### src/rtl/gray_pkg.sv
// Shared Gray-code helpers and constants for the Gray counter slice.
// Functions operate on the widest supported word; callers zero-extend
// narrower values and keep only the low bits of the result.
package gray_pkg;

    localparam int GRAY_WIDTH_DEFAULT = 4;
    localparam int GRAY_WIDTH_MAX     = 16;

    typedef logic [GRAY_WIDTH_MAX-1:0] gray_word_t;

    // Action taken by the counter on a given clock edge.
    typedef enum logic [1:0] {
        STEP_HOLD = 2'b00,
        STEP_LOAD = 2'b01,
        STEP_UP   = 2'b10,
        STEP_DOWN = 2'b11
    } step_kind_e;

    // Binary to reflected Gray code.
    function automatic gray_word_t bin2gray(input gray_word_t b);
        return b ^ (b >> 1);
    endfunction

    // Reflected Gray code back to binary (prefix XOR from the MSB down).
    function automatic gray_word_t gray2bin(input gray_word_t g);
        gray_word_t b;
        b[GRAY_WIDTH_MAX-1] = g[GRAY_WIDTH_MAX-1];
        for (int i = GRAY_WIDTH_MAX - 2; i >= 0; i--) begin
            b[i] = b[i+1] ^ g[i];
        end
        return b;
    endfunction

endpackage

### src/rtl/bin_to_gray.sv
// Combinational binary-to-Gray encoder, WIDTH bits wide.
// Sits in front of the gray output register so bin and gray are
// captured from the same next-state value on the same edge.
module bin_to_gray
    import gray_pkg::*;
#(
    parameter int WIDTH = GRAY_WIDTH_DEFAULT
) (
    input  logic [WIDTH-1:0] bin,
    output logic [WIDTH-1:0] gray
);

    gray_word_t bin_ext_s;
    gray_word_t gray_ext_s;

    // Zero-extend the input to the helper's word width.
    always_comb begin
        bin_ext_s              = 16'h0000;
        bin_ext_s[WIDTH-1:0]   = bin;
    end

    assign gray_ext_s = bin2gray(bin_ext_s);
    assign gray       = gray_ext_s[WIDTH-1:0];

    // Upper bits of the encoded word are always zero for a zero-extended
    // input; they are deliberately dropped.
    generate
        if (WIDTH < GRAY_WIDTH_MAX) begin : g_pad
            logic unused_hi_s;
            assign unused_hi_s = ^gray_ext_s[GRAY_WIDTH_MAX-1:WIDTH];
        end
    endgenerate

endmodule

### src/rtl/gray_counter.sv
// Gray counter with synchronous load and registered binary, Gray and wrap
// outputs. The binary count is the state; the Gray output is encoded from
// the next binary value so both outputs come from one register update.
// Optional build macro GRAY_CNT_UPDOWN_EN adds the 'up' direction input
// and the down-count path; without it the counter counts up only.
module gray_counter
    import gray_pkg::*;
#(
    parameter int WIDTH = GRAY_WIDTH_DEFAULT
) (
    input  logic             clk,
    input  logic             rst_n,
    input  logic             en,
    input  logic             load,
    input  logic [WIDTH-1:0] load_bin,
`ifdef GRAY_CNT_UPDOWN_EN
    input  logic             up,
`endif
    output logic [WIDTH-1:0] gray,
    output logic [WIDTH-1:0] bin,
    output logic             wrap
);

    localparam logic [WIDTH-1:0] ZERO_C = {WIDTH{1'b0}};
    localparam logic [WIDTH-1:0] MAX_C  = {WIDTH{1'b1}};
    localparam logic [WIDTH-1:0] ONE_C  = {{(WIDTH-1){1'b0}}, 1'b1};

    logic             up_s;
    step_kind_e       step_s;
    logic [WIDTH-1:0] bin_next_s;
    logic [WIDTH-1:0] gray_next_s;
    logic             wrap_next_s;

    logic [WIDTH-1:0] bin_r;
    logic [WIDTH-1:0] gray_r;
    logic             wrap_r;

`ifdef GRAY_CNT_UPDOWN_EN
    assign up_s = up;
`else
    assign up_s = 1'b1;
`endif

    // Classify the action for this edge; load outranks en and direction.
    always_comb begin
        step_s = STEP_HOLD;
        if (load) begin
            step_s = STEP_LOAD;
        end else if (en) begin
            if (up_s) begin
                step_s = STEP_UP;
            end else begin
                step_s = STEP_DOWN;
            end
        end else begin
            step_s = STEP_HOLD;
        end
    end

    // Next binary count and wrap pulse; wrap only ever comes from an en step.
    always_comb begin
        bin_next_s  = bin_r;
        wrap_next_s = 1'b0;
        case (step_s)
            STEP_LOAD: begin
                bin_next_s  = load_bin;
                wrap_next_s = 1'b0;
            end
            STEP_UP: begin
                bin_next_s  = bin_r + ONE_C;
                wrap_next_s = (bin_r == MAX_C);
            end
            STEP_DOWN: begin
                bin_next_s  = bin_r - ONE_C;
                wrap_next_s = (bin_r == ZERO_C);
            end
            STEP_HOLD: begin
                bin_next_s  = bin_r;
                wrap_next_s = 1'b0;
            end
            default: begin
                bin_next_s  = bin_r;
                wrap_next_s = 1'b0;
            end
        endcase
    end

    bin_to_gray #(
        .WIDTH (WIDTH)
    ) u_bin_to_gray (
        .bin  (bin_next_s),
        .gray (gray_next_s)
    );

    // Output registers; reset clears everything with no clock required.
    always_ff @(posedge clk or negedge rst_n) begin
        if (!rst_n) begin
            bin_r  <= ZERO_C;
            gray_r <= ZERO_C;
            wrap_r <= 1'b0;
        end else begin
            bin_r  <= bin_next_s;
            gray_r <= gray_next_s;
            wrap_r <= wrap_next_s;
        end
    end

    assign bin  = bin_r;
    assign gray = gray_r;
    assign wrap = wrap_r;

endmodule

### config.mk
export PLATFORM = sky130hd
export DESIGN_NAME = gray_counter
export DESIGN_NICKNAME = d
export VERILOG_FILES = /design/src/rtl/gray_pkg.sv /design/src/rtl/bin_to_gray.sv /design/src/rtl/gray_counter.sv
export SDC_FILE = /design/constraint.sdc
export NUM_CORES = 1
export LEC_CHECK = 0
export ABC_CLOCK_PERIOD_IN_PS = 1400
export CAP_MARGIN = 20
export CORE_AREA = 2 2 39 41
export CTS_CLUSTER_SIZE = 12
export DETAILED_ROUTE_END_ITERATION = 12
export DIE_AREA = 0 0 41 43
export GPL_ROUTABILITY_DRIVEN = 0
export SYNTH_ARGS = -nofsm -noshare
export SYNTH_HDL_FRONTEND = slang
export SYNTH_HIERARCHICAL = 1
export SYNTH_SLANG_ARGS = --single-unit
### constraint.sdc
create_clock -name clk -period 1.4 [get_ports clk]
set_clock_uncertainty 0.1 [all_clocks]
set_input_delay 0.28 -clock clk [delete_from_list [all_inputs] [get_ports clk]]
set_output_delay 0.28 -clock clk [all_outputs]
set_load 0.05 [all_outputs]
After elaboration in Yosys (flattened, before gate mapping)
Cells that the tools add are included.

Logic and storage cells: 17. Memories kept: 0. Input bits: 8. RAM bits: 0. Flip-flop bits (word level): 9. Bits in read-only memories: 0. Bits in latches: 0.

Reductions and logical operators: 3. Div/mod/pow operators: 0. Mux-type cells: 4. Bitwise logic cells: 1. $mul: 0. Add/sub/neg operators: 2. Shift operators: 0. Equal/unequal tests: 4. Order comparisons: 0.

Operator list (count): one-hot mux 4 bit (4 select lines) (1); adder 4 x 1 -> 4 bit, second input constant (1); equality test 2 bit, second input constant (2); equality test 4 bit, second input constant (1); logical NOT 4 bit (1); two-way mux 2 bit (2); subtractor 4 x 1 -> 4 bit, second input constant (1); XOR 4 x 3 -> 4 bit (1); one-hot mux 1 bit (3 select lines) (1); equality test 2 x 1 -> 1 bit, second input constant (1); logical NOT 2 bit (1); OR reduction 2 bit (1).

Longest topological paths before layout
Depth after elaboration: 5. Mapped depth: 6. Mapped depth without buffers: 5.

By module
The synthesis kept the hierarchy.

By module, submodules not included: gray_counter (area an instance 340.3 sq um, seq. area each 225.2 sq um, cells an instance 27, times used 1); bin_to_gray (area an instance 33.8 sq um, seq. area each 0.0 sq um, cells an instance 4, times used 1).

Worst setup path after synthesis
OpenSTA, ideal clock, no wires.

Path kind: register to register. Start point: register bin_r[1], in the netlist bin[1]. End point: register gray_r[1], in the netlist gray[1]. Stages on the path, launching flop included: 7. Clock period less this slack: 1770 ps. Required time: 1157 ps. Arrival: 1528 ps. Buffers on the path: 1. Library setup time: 143 ps. Path slack: -370 ps. Cell sequence: dfrtp_1 -> clkbuf_1 -> ha_1 -> nand2_1 -> xor2_1 -> o21ai_0 -> xor2_1.

Cells in the longest elaborated chain, start to end: 3.

Ends and longest elaborated chain: start: declaration (RTL line gray_counter.sv:34) `logic [WIDTH-1:0] bin_r;`; start signal: assignment (RTL line gray_counter.sv:102) `bin_r <= bin_next_s;`; subtractor 4 x 1 -> 4 bit or adder 4 x 1 -> 4 bit (tied branches) (RTL line gray_counter.sv:74, gray_counter.sv:70); one-hot mux 4 bit (4 select lines) * (RTL line gray_counter.sv:64) `case (step_s)`; net bin_next_s[2] (RTL line gray_counter.sv:30) `logic [WIDTH-1:0] bin_next_s;`; XOR 4 x 3 -> 4 bit * (RTL line gray_pkg.sv:21) `return b ^ (b >> 1);`; net gray_next_s[1] (RTL line gray_counter.sv:31) `logic [WIDTH-1:0] gray_next_s;`; end signal: assignment (RTL line gray_counter.sv:103) `gray_r <= gray_next_s;`; end: declaration (RTL line gray_counter.sv:35) `logic [WIDTH-1:0] gray_r;`.

The timed path passes the listed nets; every way through them passes the cells marked *.

Worst setup path after layout
Start point: register bin_r[0], in the netlist bin[0]. End point: output bin[0].

RTL lines: end: declaration (RTL line gray_counter.sv:20) `output logic [WIDTH-1:0] bin,`.

No word-level cell between the ends.

==> results.md <==
* Minimum clock period after layout at 1330 ps
* Routed wire length per instance at 9.69 um
* # setup viols final at 0
* Vias in the first global route at 274
* CTS tree: done
* Pre-antenna DRT Iters at 2
* Max VDD drop at 740 uV
* Worst slew pin tran at 366 ps
* Clock root cell: clkbuf_4
* Ant. Diodes at 0
* P_leak at 0.332 nW
* # IOs at 17
* Post-Route WL at 678 um
* Syn Nets at 40
* Core ar. at 1380 um2
* Min-Delay Path Class: input port to async pin
* Net Sw Power at 338 uW
* Die Y at 43 um
* # nets final at 64
* PD cells at 1350 nW/um2
* Die area at 1760 um2
* ANT nets after route at 0
* Setup slack after layout at 71.9 ps
* Clock power frac at 0.195
* Yosys top cell by area: dfrtp_1
* Reg power frac at 0.349
* Via Count at 292
* Total power at 973 uW
* Worst path arrival time at 950 ps
* Syn Std Cell Area at 374 um2
* CTS H-tree lvls at 1
* Synth Instances at 31
* Max clock buf depth at 2
* # rows at 14
* Clk slew on worst S/H paths at 60 ps
* Clock Latency Late Sink at 250 ps
* Worst Path Max Fanout at 3
* Critical Path End Type: output port
* Share of layout cells above drive strength 1 at 0.500
* CTS Sinks at 9
* Pre-CTS setup slack at -335 ps
* Vias/cell at 4.17
* GR Util All Layers at 0.103
* Sequential share of the synthesized area at 0.602
* Tcrit/Tclk final at 0.949
* Overflow after GRT at 0
* WP data required at 1020 ps
* Port bufs at 16
* Synth top area cells: dfrtp_1 60%, xor2_1 12%, nand2_1 5.0%
* Maxcap violations at 0
* Initial core utilization at 0.270
* Largest net degree at the start of global routing at 10
* Yosys cell types at 12
* Fmax at 753 MHz
* Syn_area_per_cell at 12.1 um2
* Post-CTS setup repair buffer count at 0
* Die extent in x at 41 um
* Initial antenna violation count at 0
* CTS Hold Bufs at 0
* Initial drt markers at 1
* Status: completed
* Number of CTS-inserted buffers at 3
* Gate power share at 0.456
* Synthesis-stage register bit count at 9
* Ys Warns at 6
* First-pass GRT wire length at 1.15 mm
* DRC at 0
* CP Class: register to output port
* Crit start category: register
* Final Max Slew Viols at 0
* # fillers at 129
* Share of the synthesized area in the top cell type at 0.602
* Area Growth Syn to Fin at 93.3%
* Normalized max-slew margin at 0.755
* P_int at 635 uW
* Net Sw Frac at 0.348
* Final hold violations at 0
-- cell families after synthesis --
group / share of synthesized area
muxes: 0.0268
buffers and inverters: 0.0401
DFF: 0.602
adders and majority gates: 0.0334
AOI/OAI and AO/OA: 0.0535
xor gates and xnor gates: 0.140
and+or+nand+nor: 0.104
-- registers in the layout (all words and copies together) (netlist names) --
register  cells
gray          4
wrap          1
bin           4
-- synthesized netlist by cell type --
| cell type | count |
|---|---|
| buf_4 | 1 |
| clkbuf_1 | 2 |
| dfrtp_1 | 9 |
| ha_1 | 1 |
| mux2i_1 | 1 |
| nand2_1 | 5 |
| nand4_2 | 1 |
| nor3b_1 | 1 |
| o21ai_0 | 3 |
| o21ai_1 | 1 |
| xnor2_1 | 1 |
| xor2_1 | 5 |
-- what timing repair did --
| item | CTS | global route |
|---|---|---|
| endpoints found under the setup margin | 4 | 3 |
| resized for setup | 2 | 3 |
| pin swaps | 0 | 4 |
-- layout by cell type (no fill, tap or decap) --
cell and count:
buf_12 9, buf_4 6, clkbuf_1 1, clkbuf_4 3
clkdlybuf4s50_1 6, dfrtp_1 6, dfrtp_2 3, dlymetal6s2s_1 1
ha_2 1, mux2i_1 1, nand2_1 4, nand2_2 1
nand4_2 1, nor3b_1 1, o21ai_0 1, o21ai_2 3
xnor2_1 1, xor2_1 5
-- area by class of cell --
cell class | instances | area, um2 | area share
Timing Repair Buffer | 22 | 298 | 0.412
Sequential cell | 9 | 229 | 0.317
Multi-Input combinational cell | 19 | 150 | 0.208
Clock buffer | 4 | 26.3 | 0.0363
Tap cell | 16 | 20.0 | 0.0277
-- metal layers --
layer,global-route usage,wire length [um]
met1,0.136,264
met2,0.125,350
met3,0.0471,62
met4,0.0800,0
met5,0,0
-- metrics by stage --
stage                     instance area [um2]  TNS [ps]  hold WS, ps  cells   util
final                                     723         0          206     70  0.523
after floorplan                           382      -375         -116     31      -
after detailed placement                  682     -1740          484     66  0.493
after CTS                                 716         0          210     70  0.517
after global routing                      723     -18.2          227     70  0.523
after global placement                    682     -1680          485     66  0.493
-- worst max-delay path: stages (launching register included) --
cell and delay, ps:
dfrtp_2 400, buf_4 150, buf_12 140
-- power groups by stage --
stage	Clock (mW)	Combinational, mW	Sequential, mW
2_1_floorplan	0	0.0632	0.475
3_3_place_gp	0	0.443	0.344
3_5_place_dp	0	0.442	0.345
4_1_cts	0.200	0.448	0.341
5_1_grt	0.224	0.466	0.343
6_report	0.190	0.443	0.340
-- final timing paths --
check / start / slack [ps] / cells past startpoint / end
worst max-delay path: bin[0] / 70 / 2 / bin[0]
worst min-delay path: rst_n / 210 / 1 / gray[3]
worst max register to register: bin[0] / 90 / 4 / gray[1]
worst min register to register: bin[3] / 520 / 1 / wrap
max in group asynchronous: rst_n / 700 / 1 / bin[0]
min in group clk: en / 310 / 3 / wrap
Note: power is estimated with default switching activity, not from simulation.
